### config.mk
export PLATFORM = sky130hd
export DESIGN_NAME = cpu_trace_emitter_flat
export DESIGN_NICKNAME = d
export VERILOG_FILES = /design/src/rtl/cpu_trace_emitter_if.sv /design/src/rtl/cpu_trace_emitter.sv /design/src/flat_wrapper.sv
export SDC_FILE = /design/constraint.sdc
export NUM_CORES = 1
export LEC_CHECK = 0
export BUFFER_PORTS_ARGS = -buffer_cell sky130_fd_sc_hd__buf_2
export CORE_UTILIZATION = 60
export DETAILED_ROUTE_END_ITERATION = 10
export GPL_ROUTABILITY_DRIVEN = 0
export PLACE_DENSITY = 0.95
export RECOVER_POWER = 100
export SETUP_SLACK_MARGIN = 0.05
export SYNTH_ARGS = -nofsm -noshare
export SYNTH_HDL_FRONTEND = slang
export SYNTH_SLANG_ARGS = --single-unit
export TNS_END_PERCENT = 1
### constraint.sdc
create_clock -name clk -period 3.6 [get_ports clk]
set_input_delay 0.54 -clock clk [delete_from_list [all_inputs] [get_ports clk]]
set_output_delay 0.54 -clock clk [all_outputs]
set_load 0.05 [all_outputs]
### src/rtl/cpu_trace_emitter_if.sv
// Request and character-stream bundle for cpu_trace_emitter.
// The master is the CPU commit side and the slave is the emitter.
interface cpu_trace_emitter_if;
  logic        in_valid;
  logic        in_ready;
  logic        in_kind;
  logic [15:0] in_time;
  logic [31:0] in_pc;
  logic [4:0]  in_reg;
  logic [31:0] in_addr;
  logic [31:0] in_data;
  logic [7:0]  char_data;
  logic        char_valid;
  logic        frame_done;

  modport master (
    output in_valid, in_kind, in_time, in_pc, in_reg, in_addr, in_data,
    input  in_ready, char_data, char_valid, frame_done
  );

  modport slave (
    input  in_valid, in_kind, in_time, in_pc, in_reg, in_addr, in_data,
    output in_ready, char_data, char_valid, frame_done
  );
endinterface

### src/rtl/cpu_trace_emitter.sv
// Serialises one write-back record into an ASCII trace line, one char per clock.
// Define TRACE_SPACE_EN to emit ": " and " <= " instead of ":" and "<=".
module cpu_trace_emitter (
  input  logic                  clk,
  input  logic                  reset,
  cpu_trace_emitter_if.slave    bus
);

`ifdef TRACE_SPACE_EN
  localparam logic SPACE_EN = 1'b1;
`else
  localparam logic SPACE_EN = 1'b0;
`endif
  localparam logic [3:0] ARROW_LAST = SPACE_EN ? 4'd3 : 4'd1;

  typedef enum logic [3:0] {
    S_IDLE, S_CARET, S_TIME, S_AT, S_PC, S_COLON,
    S_TAG, S_REGNUM, S_ADDR, S_ARROW, S_DATA, S_HASH
  } state_t;

  state_t      r_state;
  logic [3:0]  r_cnt;
  logic        r_kind;
  logic [15:0] r_time;
  logic [31:0] r_pc;
  logic [4:0]  r_reg;
  logic [31:0] r_addr;
  logic [31:0] r_data;
  logic [7:0]  r_char;
  logic        r_valid;
  logic        r_done;
  logic        w_ready;

  function automatic logic [7:0] hex_chr(input logic [3:0] n);
    return (n < 4'd10) ? (8'h30 + {4'h0, n}) : (8'h57 + {4'h0, n});
  endfunction

  // BCD digits above 9 are clamped rather than printed as garbage.
  function automatic logic [7:0] bcd_chr(input logic [3:0] n);
    return (n > 4'd9) ? 8'h39 : (8'h30 + {4'h0, n});
  endfunction

  function automatic logic [3:0] nib32(input logic [31:0] w, input logic [2:0] i);
    return 4'(w >> {3'd7 - i, 2'b00});
  endfunction

  function automatic logic [3:0] nib16(input logic [15:0] w, input logic [1:0] i);
    return 4'(w >> {2'd3 - i, 2'b00});
  endfunction

  function automatic logic [1:0] lead_idx(input logic [15:0] t);
    if (t[15:12] != 4'h0)     return 2'd0;
    else if (t[11:8] != 4'h0) return 2'd1;
    else if (t[7:4] != 4'h0)  return 2'd2;
    else                      return 2'd3;
  endfunction

  function automatic logic [3:0] reg_tens(input logic [4:0] r);
    if (r >= 5'd30)      return 4'd3;
    else if (r >= 5'd20) return 4'd2;
    else if (r >= 5'd10) return 4'd1;
    else                 return 4'd0;
  endfunction

  function automatic logic [3:0] reg_units(input logic [4:0] r);
    if (r >= 5'd30)      return 4'(r - 5'd30);
    else if (r >= 5'd20) return 4'(r - 5'd20);
    else if (r >= 5'd10) return 4'(r - 5'd10);
    else                 return 4'(r);
  endfunction

  function automatic logic [7:0] arrow_chr(input logic [3:0] c);
    if (SPACE_EN) begin
      case (c)
        4'd1:    return 8'h3c;
        4'd2:    return 8'h3d;
        default: return 8'h20;
      endcase
    end else begin
      return (c == 4'd0) ? 8'h3c : 8'h3d;
    end
  endfunction

  assign w_ready        = (r_state == S_IDLE);
  assign bus.in_ready   = w_ready;
  assign bus.char_data  = r_char;
  assign bus.char_valid = r_valid;
  assign bus.frame_done = r_done;

  always_ff @(posedge clk) begin
    if (reset) begin
      r_state <= S_IDLE;
      r_cnt   <= 4'd0;
      r_kind  <= 1'b0;
      r_time  <= 16'h0;
      r_pc    <= 32'h0;
      r_reg   <= 5'd0;
      r_addr  <= 32'h0;
      r_data  <= 32'h0;
      r_char  <= 8'h00;
      r_valid <= 1'b0;
      r_done  <= 1'b0;
    end else begin
      r_valid <= 1'b1;
      r_done  <= 1'b0;
      case (r_state)
        S_IDLE: begin
          r_valid <= 1'b0;
          r_char  <= 8'h00;
          if (bus.in_valid) begin
            r_kind  <= bus.in_kind;
            r_time  <= bus.in_time;
            r_pc    <= bus.in_pc;
            r_reg   <= bus.in_reg;
            r_addr  <= bus.in_addr;
            r_data  <= bus.in_data;
            r_state <= S_CARET;
          end
        end
        S_CARET: begin
          r_char  <= 8'h5e;
          r_cnt   <= {2'b00, lead_idx(r_time)};
          r_state <= S_TIME;
        end
        S_TIME: begin
          r_char <= bcd_chr(nib16(r_time, r_cnt[1:0]));
          if (r_cnt == 4'd3) begin
            r_cnt   <= 4'd0;
            r_state <= S_AT;
          end else begin
            r_cnt <= r_cnt + 4'd1;
          end
        end
        S_AT: begin
          r_char  <= 8'h40;
          r_cnt   <= 4'd0;
          r_state <= S_PC;
        end
        S_PC: begin
          r_char <= hex_chr(nib32(r_pc, r_cnt[2:0]));
          if (r_cnt == 4'd7) begin
            r_cnt   <= 4'd0;
            r_state <= S_COLON;
          end else begin
            r_cnt <= r_cnt + 4'd1;
          end
        end
        S_COLON: begin
          r_char <= (r_cnt == 4'd0) ? 8'h3a : 8'h20;
          if (SPACE_EN && r_cnt == 4'd0) begin
            r_cnt <= 4'd1;
          end else begin
            r_cnt   <= 4'd0;
            r_state <= S_TAG;
          end
        end
        S_TAG: begin
          r_char <= r_kind ? 8'h2a : 8'h24;
          if (r_kind) begin
            r_cnt   <= 4'd0;
            r_state <= S_ADDR;
          end else begin
            // Single-digit registers skip straight to the units position.
            r_cnt   <= (r_reg >= 5'd10) ? 4'd0 : 4'd1;
            r_state <= S_REGNUM;
          end
        end
        S_REGNUM: begin
          if (r_cnt == 4'd0) begin
            r_char <= bcd_chr(reg_tens(r_reg));
            r_cnt  <= 4'd1;
          end else begin
            r_char  <= bcd_chr(reg_units(r_reg));
            r_cnt   <= 4'd0;
            r_state <= S_ARROW;
          end
        end
        S_ADDR: begin
          r_char <= hex_chr(nib32(r_addr, r_cnt[2:0]));
          if (r_cnt == 4'd7) begin
            r_cnt   <= 4'd0;
            r_state <= S_ARROW;
          end else begin
            r_cnt <= r_cnt + 4'd1;
          end
        end
        S_ARROW: begin
          r_char <= arrow_chr(r_cnt);
          if (r_cnt == ARROW_LAST) begin
            r_cnt   <= 4'd0;
            r_state <= S_DATA;
          end else begin
            r_cnt <= r_cnt + 4'd1;
          end
        end
        S_DATA: begin
          r_char <= hex_chr(nib32(r_data, r_cnt[2:0]));
          if (r_cnt == 4'd7) begin
            r_cnt   <= 4'd0;
            r_state <= S_HASH;
          end else begin
            r_cnt <= r_cnt + 4'd1;
          end
        end
        S_HASH: begin
          r_char  <= 8'h23;
          r_done  <= 1'b1;
          r_state <= S_IDLE;
        end
        default: begin
          r_valid <= 1'b0;
          r_char  <= 8'h00;
          r_cnt   <= 4'd0;
          r_state <= S_IDLE;
        end
      endcase
    end
  end

endmodule

### src/flat_wrapper.sv
// flat-port wrapper written by rule: the top's interface ports become plain ports
module cpu_trace_emitter_flat 
  (clk, reset, bus_in_valid, bus_in_kind, bus_in_time, bus_in_pc, bus_in_reg, bus_in_addr, bus_in_data, bus_in_ready, bus_char_data, bus_char_valid, bus_frame_done);
  cpu_trace_emitter_if bus_i ();
  input  logic clk;
  input  logic reset;
  input wire logic [$bits(bus_i.in_valid)-1:0] bus_in_valid;
  input wire logic [$bits(bus_i.in_kind)-1:0] bus_in_kind;
  input wire logic [$bits(bus_i.in_time)-1:0] bus_in_time;
  input wire logic [$bits(bus_i.in_pc)-1:0] bus_in_pc;
  input wire logic [$bits(bus_i.in_reg)-1:0] bus_in_reg;
  input wire logic [$bits(bus_i.in_addr)-1:0] bus_in_addr;
  input wire logic [$bits(bus_i.in_data)-1:0] bus_in_data;
  output wire logic [$bits(bus_i.in_ready)-1:0] bus_in_ready;
  output wire logic [$bits(bus_i.char_data)-1:0] bus_char_data;
  output wire logic [$bits(bus_i.char_valid)-1:0] bus_char_valid;
  output wire logic [$bits(bus_i.frame_done)-1:0] bus_frame_done;
  assign bus_i.in_valid = bus_in_valid;
  assign bus_i.in_kind = bus_in_kind;
  assign bus_i.in_time = bus_in_time;
  assign bus_i.in_pc = bus_in_pc;
  assign bus_i.in_reg = bus_in_reg;
  assign bus_i.in_addr = bus_in_addr;
  assign bus_i.in_data = bus_in_data;
  assign bus_in_ready = bus_i.in_ready;
  assign bus_char_data = bus_i.char_data;
  assign bus_char_valid = bus_i.char_valid;
  assign bus_frame_done = bus_i.frame_done;
  cpu_trace_emitter u_core (.clk(clk), .reset(reset), .bus(bus_i));
endmodule
==> impl_metrics.tcl <==
set metrics [dict create \
    crit_path_cell_trace "clkbuf_1 > nor2b_1 > a22oi_1 > o211ai_1 > ha_1 > o21a_1 > o21ai_0 > a31oi_1" \
    synth_common_cells "nand2_1, a21oi_1, dfxtp_1, clkbuf_1, mux2i_1" \
    via_per_inst 6.24 \
    synth-seq-cells 135 \
    grt_max_degree 119 \
    p_clk_frac 0.282 \
    portBuffers 130 \
    synth-edff-count 0 \
    fin_crit_ns 3.12 \
    grt.total_usage 0.338 \
    cap_violations 0 \
    detail_route.wl_per_cell_um 17.2 \
    maxSlewHeadroom 0.210 \
    grt_pass1_vias 6359 \
    dieArea_um2 11800 \
    netlist.area_leader.share 0.397 \
    required_ns 3.89 \
    vias 6900 \
    swShare 0.419 \
    dp.cells 1073 \
    yosys-top-cells-area "dfxtp_1, nand2_1, a21oi_1, mux4_2, mux2i_1" \
    fin_cells 1105 \
    dp_hpwl_mm 12.6 \
    synth.largest_area_cell "dfxtp_1" \
    chipHeight_um 109 \
    antenna_found_initial 0 \
    total_leakage_power_nw 3.09 \
    path_class "reg2reg" \
    final_antenna_net_count 0 \
    clock_sinks 135 \
    drc_errors 0 \
    synth-warning-count 0 \
    clkTransAtPathRegs_ns 0.07 \
    grt_pass1_wl_mm 30.6 \
    wirelength_mm 19.1 \
    min_period_over_period 0.866 \
    drive_gt1_frac 0.198 \
    synth_cell_type_count 73 \
    register_area_um2 2700 \
    rsz0062_at_grt "false" \
    path_max_fanout 14 \
    max_slew.worst_pin.slew_ns 1.18 \
    seq_area_frac_synth 0.397 \
    nets 1083 \
    cts_hold_buf 0 \
    cts_resized 0 \
    io_pins 132 \
    final.setup_skew_ns 0.00751 \
    critPathArrivalTime_ns 3.41 \
    clk_latency_ns 0.43 \
    area_growth_pct 16.7 \
    cp-start-kind "flop" \
    finalMaxSlewViolations 0 \
    htreeDepth 4 \
    outcome "finished, final reports clean" \
    p_sw_mw 2.55 \
    clock-root-buffer "clkbuf_16" \
    setup_viol 0 \
    p_comb_frac 0.375 \
    cp_slowest_cell "dfxtp_1" \
    clock_path_buffers 2 \
    synth-async-reset-ratio 0 \
    max_stage_delay_ns 0.74 \
    power_density_nw_per_um2 764 \
    p_int_mw 3.53 \
    yosysMostFrequentCell "nand2_1" \
    multi_input_area_um2 3720 \
    grt_overflow 0 \
    die_w_um 109 \
    initial_core_util 0.623 \
    nFillCells 779 \
    worst_setup_path_end_kind "flop" \
    ir_drop_mv 0.718 \
    syn_inst 857 \
    fmax_mhz 321 \
    cts_tree "built" \
    top_regs "u_core.r_addr: 32 flops, u_core.r_data: 32 flops, u_core.r_pc: 32 flops" \
    synth_flop_cell "dfxtp_1" \
    synth_area_um2 6810 \
    row_count 38 \
    pwr-share-seq 0.344 \
    synth_fp_nets 988 \
    drt_iter0_drc 759 \
    fp.coreArea_um2 10900 \
    drt_pass1_iterations 7 \
    avgSynthCellArea_um2 7.95 \
    hold_path_class "in2reg" \
    post_cts.repair.setup_buffers 0 \
    hold_violations 0 \
    cts_buffers 17 \
    fin_tns_setup_ns 0 \
    holdWs_ns 0.344 \
    diodes 0 \
]
==> metal layers <==
metal | routed length [um] | up-vias | global-route usage
li1 | - | 3181 | -
met1 | 7320 | 3122 | 0.430
met2 | 8650 | 476 | 0.532
met3 | 2050 | 121 | 0.0741
met4 | 1040 | 0 | 0.187
met5 | 0 | - | 0
==> cells by family after synthesis <==
family	synth area share
AOI/OAI and AO/OA	0.184
other	0.000551
DFF	0.397
and+or+nand+nor	0.240
muxes	0.105
xor gates and xnor gates	0.00129
buffers and inverters	0.0538
adders and majority gates	0.0184
==> final timing paths <==
path                                           endpoint  cells after the start               from  slack (ns)
worst min-delay path                    u_core.r_pc[11]                      3      bus_in_pc[11]        0.34
worst min register to register        u_core.r_addr[26]                      2  u_core.r_addr[26]        0.46
worst max-delay path            u_core.bus.char_data[4]                      8    u_core.r_cnt[0]        0.48
worst max register to register  u_core.bus.char_data[4]                      8    u_core.r_cnt[0]        0.48
==> cells in the final DEF, fill, tap and decap left out, types with 3 or more instances in the layout <==
cell type	count
nand2_1	261
a21oi_1	140
dfxtp_1	134
buf_2	119
mux2i_1	32
nor2_1	24
nand3_1	19
clkbuf_16	17
o21ai_0	16
mux4_2	15
inv_1	13
clkbuf_1	11
ha_1	10
buf_4	8
a22oi_1	7
nor3_1	7
nor4_1	7
a31oi_1	7
nor3b_1	6
or3_1	6
inv_8	6
nand2b_1	5
and3_1	5
or4_1	5
mux2_2	4
nor2b_1	4
and2b_1	4
inv_6	4
a211oi_1	3
o311ai_0	3
a2111oi_0	3
o31ai_1	3
a32oi_1	3
==> worst max-delay path: cells and delay by family, from the launching register on <==
family / cells / cell delay (ns)
buffers and inverters: 1 / 0.63
adders and majority gates: 1 / 0.28
AOI/OAI and AO/OA: 5 / 1.00
DFF: 1 / 0.74
and+or+nand+nor: 1 / 0.33
==> final cells by class <==
class | count | area share
Multi-Input combinational cell | 646 | 0.468
Sequential cell | 135 | 0.340
Timing Repair Buffer | 139 | 0.0902
Clock buffer | 17 | 0.0535
Tap cell | 140 | 0.0220
Clock inverter | 15 | 0.0197
Inverter | 13 | 0.00614
==> power groups by stage <==
stage / Sequential [mW] / Combinational, mW / Clock (mW)
floorplan: 1.99 / 1.77 / 0
global placement: 2.07 / 2.12 / 0
detailed placement: 2.09 / 2.20 / 0
CTS: 2.07 / 2.25 / 1.71
global route: 2.12 / 2.49 / 1.78
finish: 2.09 / 2.28 / 1.71
==> through the flow <==
stage	area (um^2)	total power, mW	utilization	setup WS (ns)
6_report	7950	6.08	0.727	0.483
5_1_grt	7950	6.39	0.727	0.280
3_3_place_gp	7410	4.20	0.678	0.949
3_5_place_dp	7410	4.29	0.678	0.859
4_1_cts	7990	6.03	0.731	0.784
2_1_floorplan	6810	3.76	-	1.17
Power figures use the tool's default switching activity.
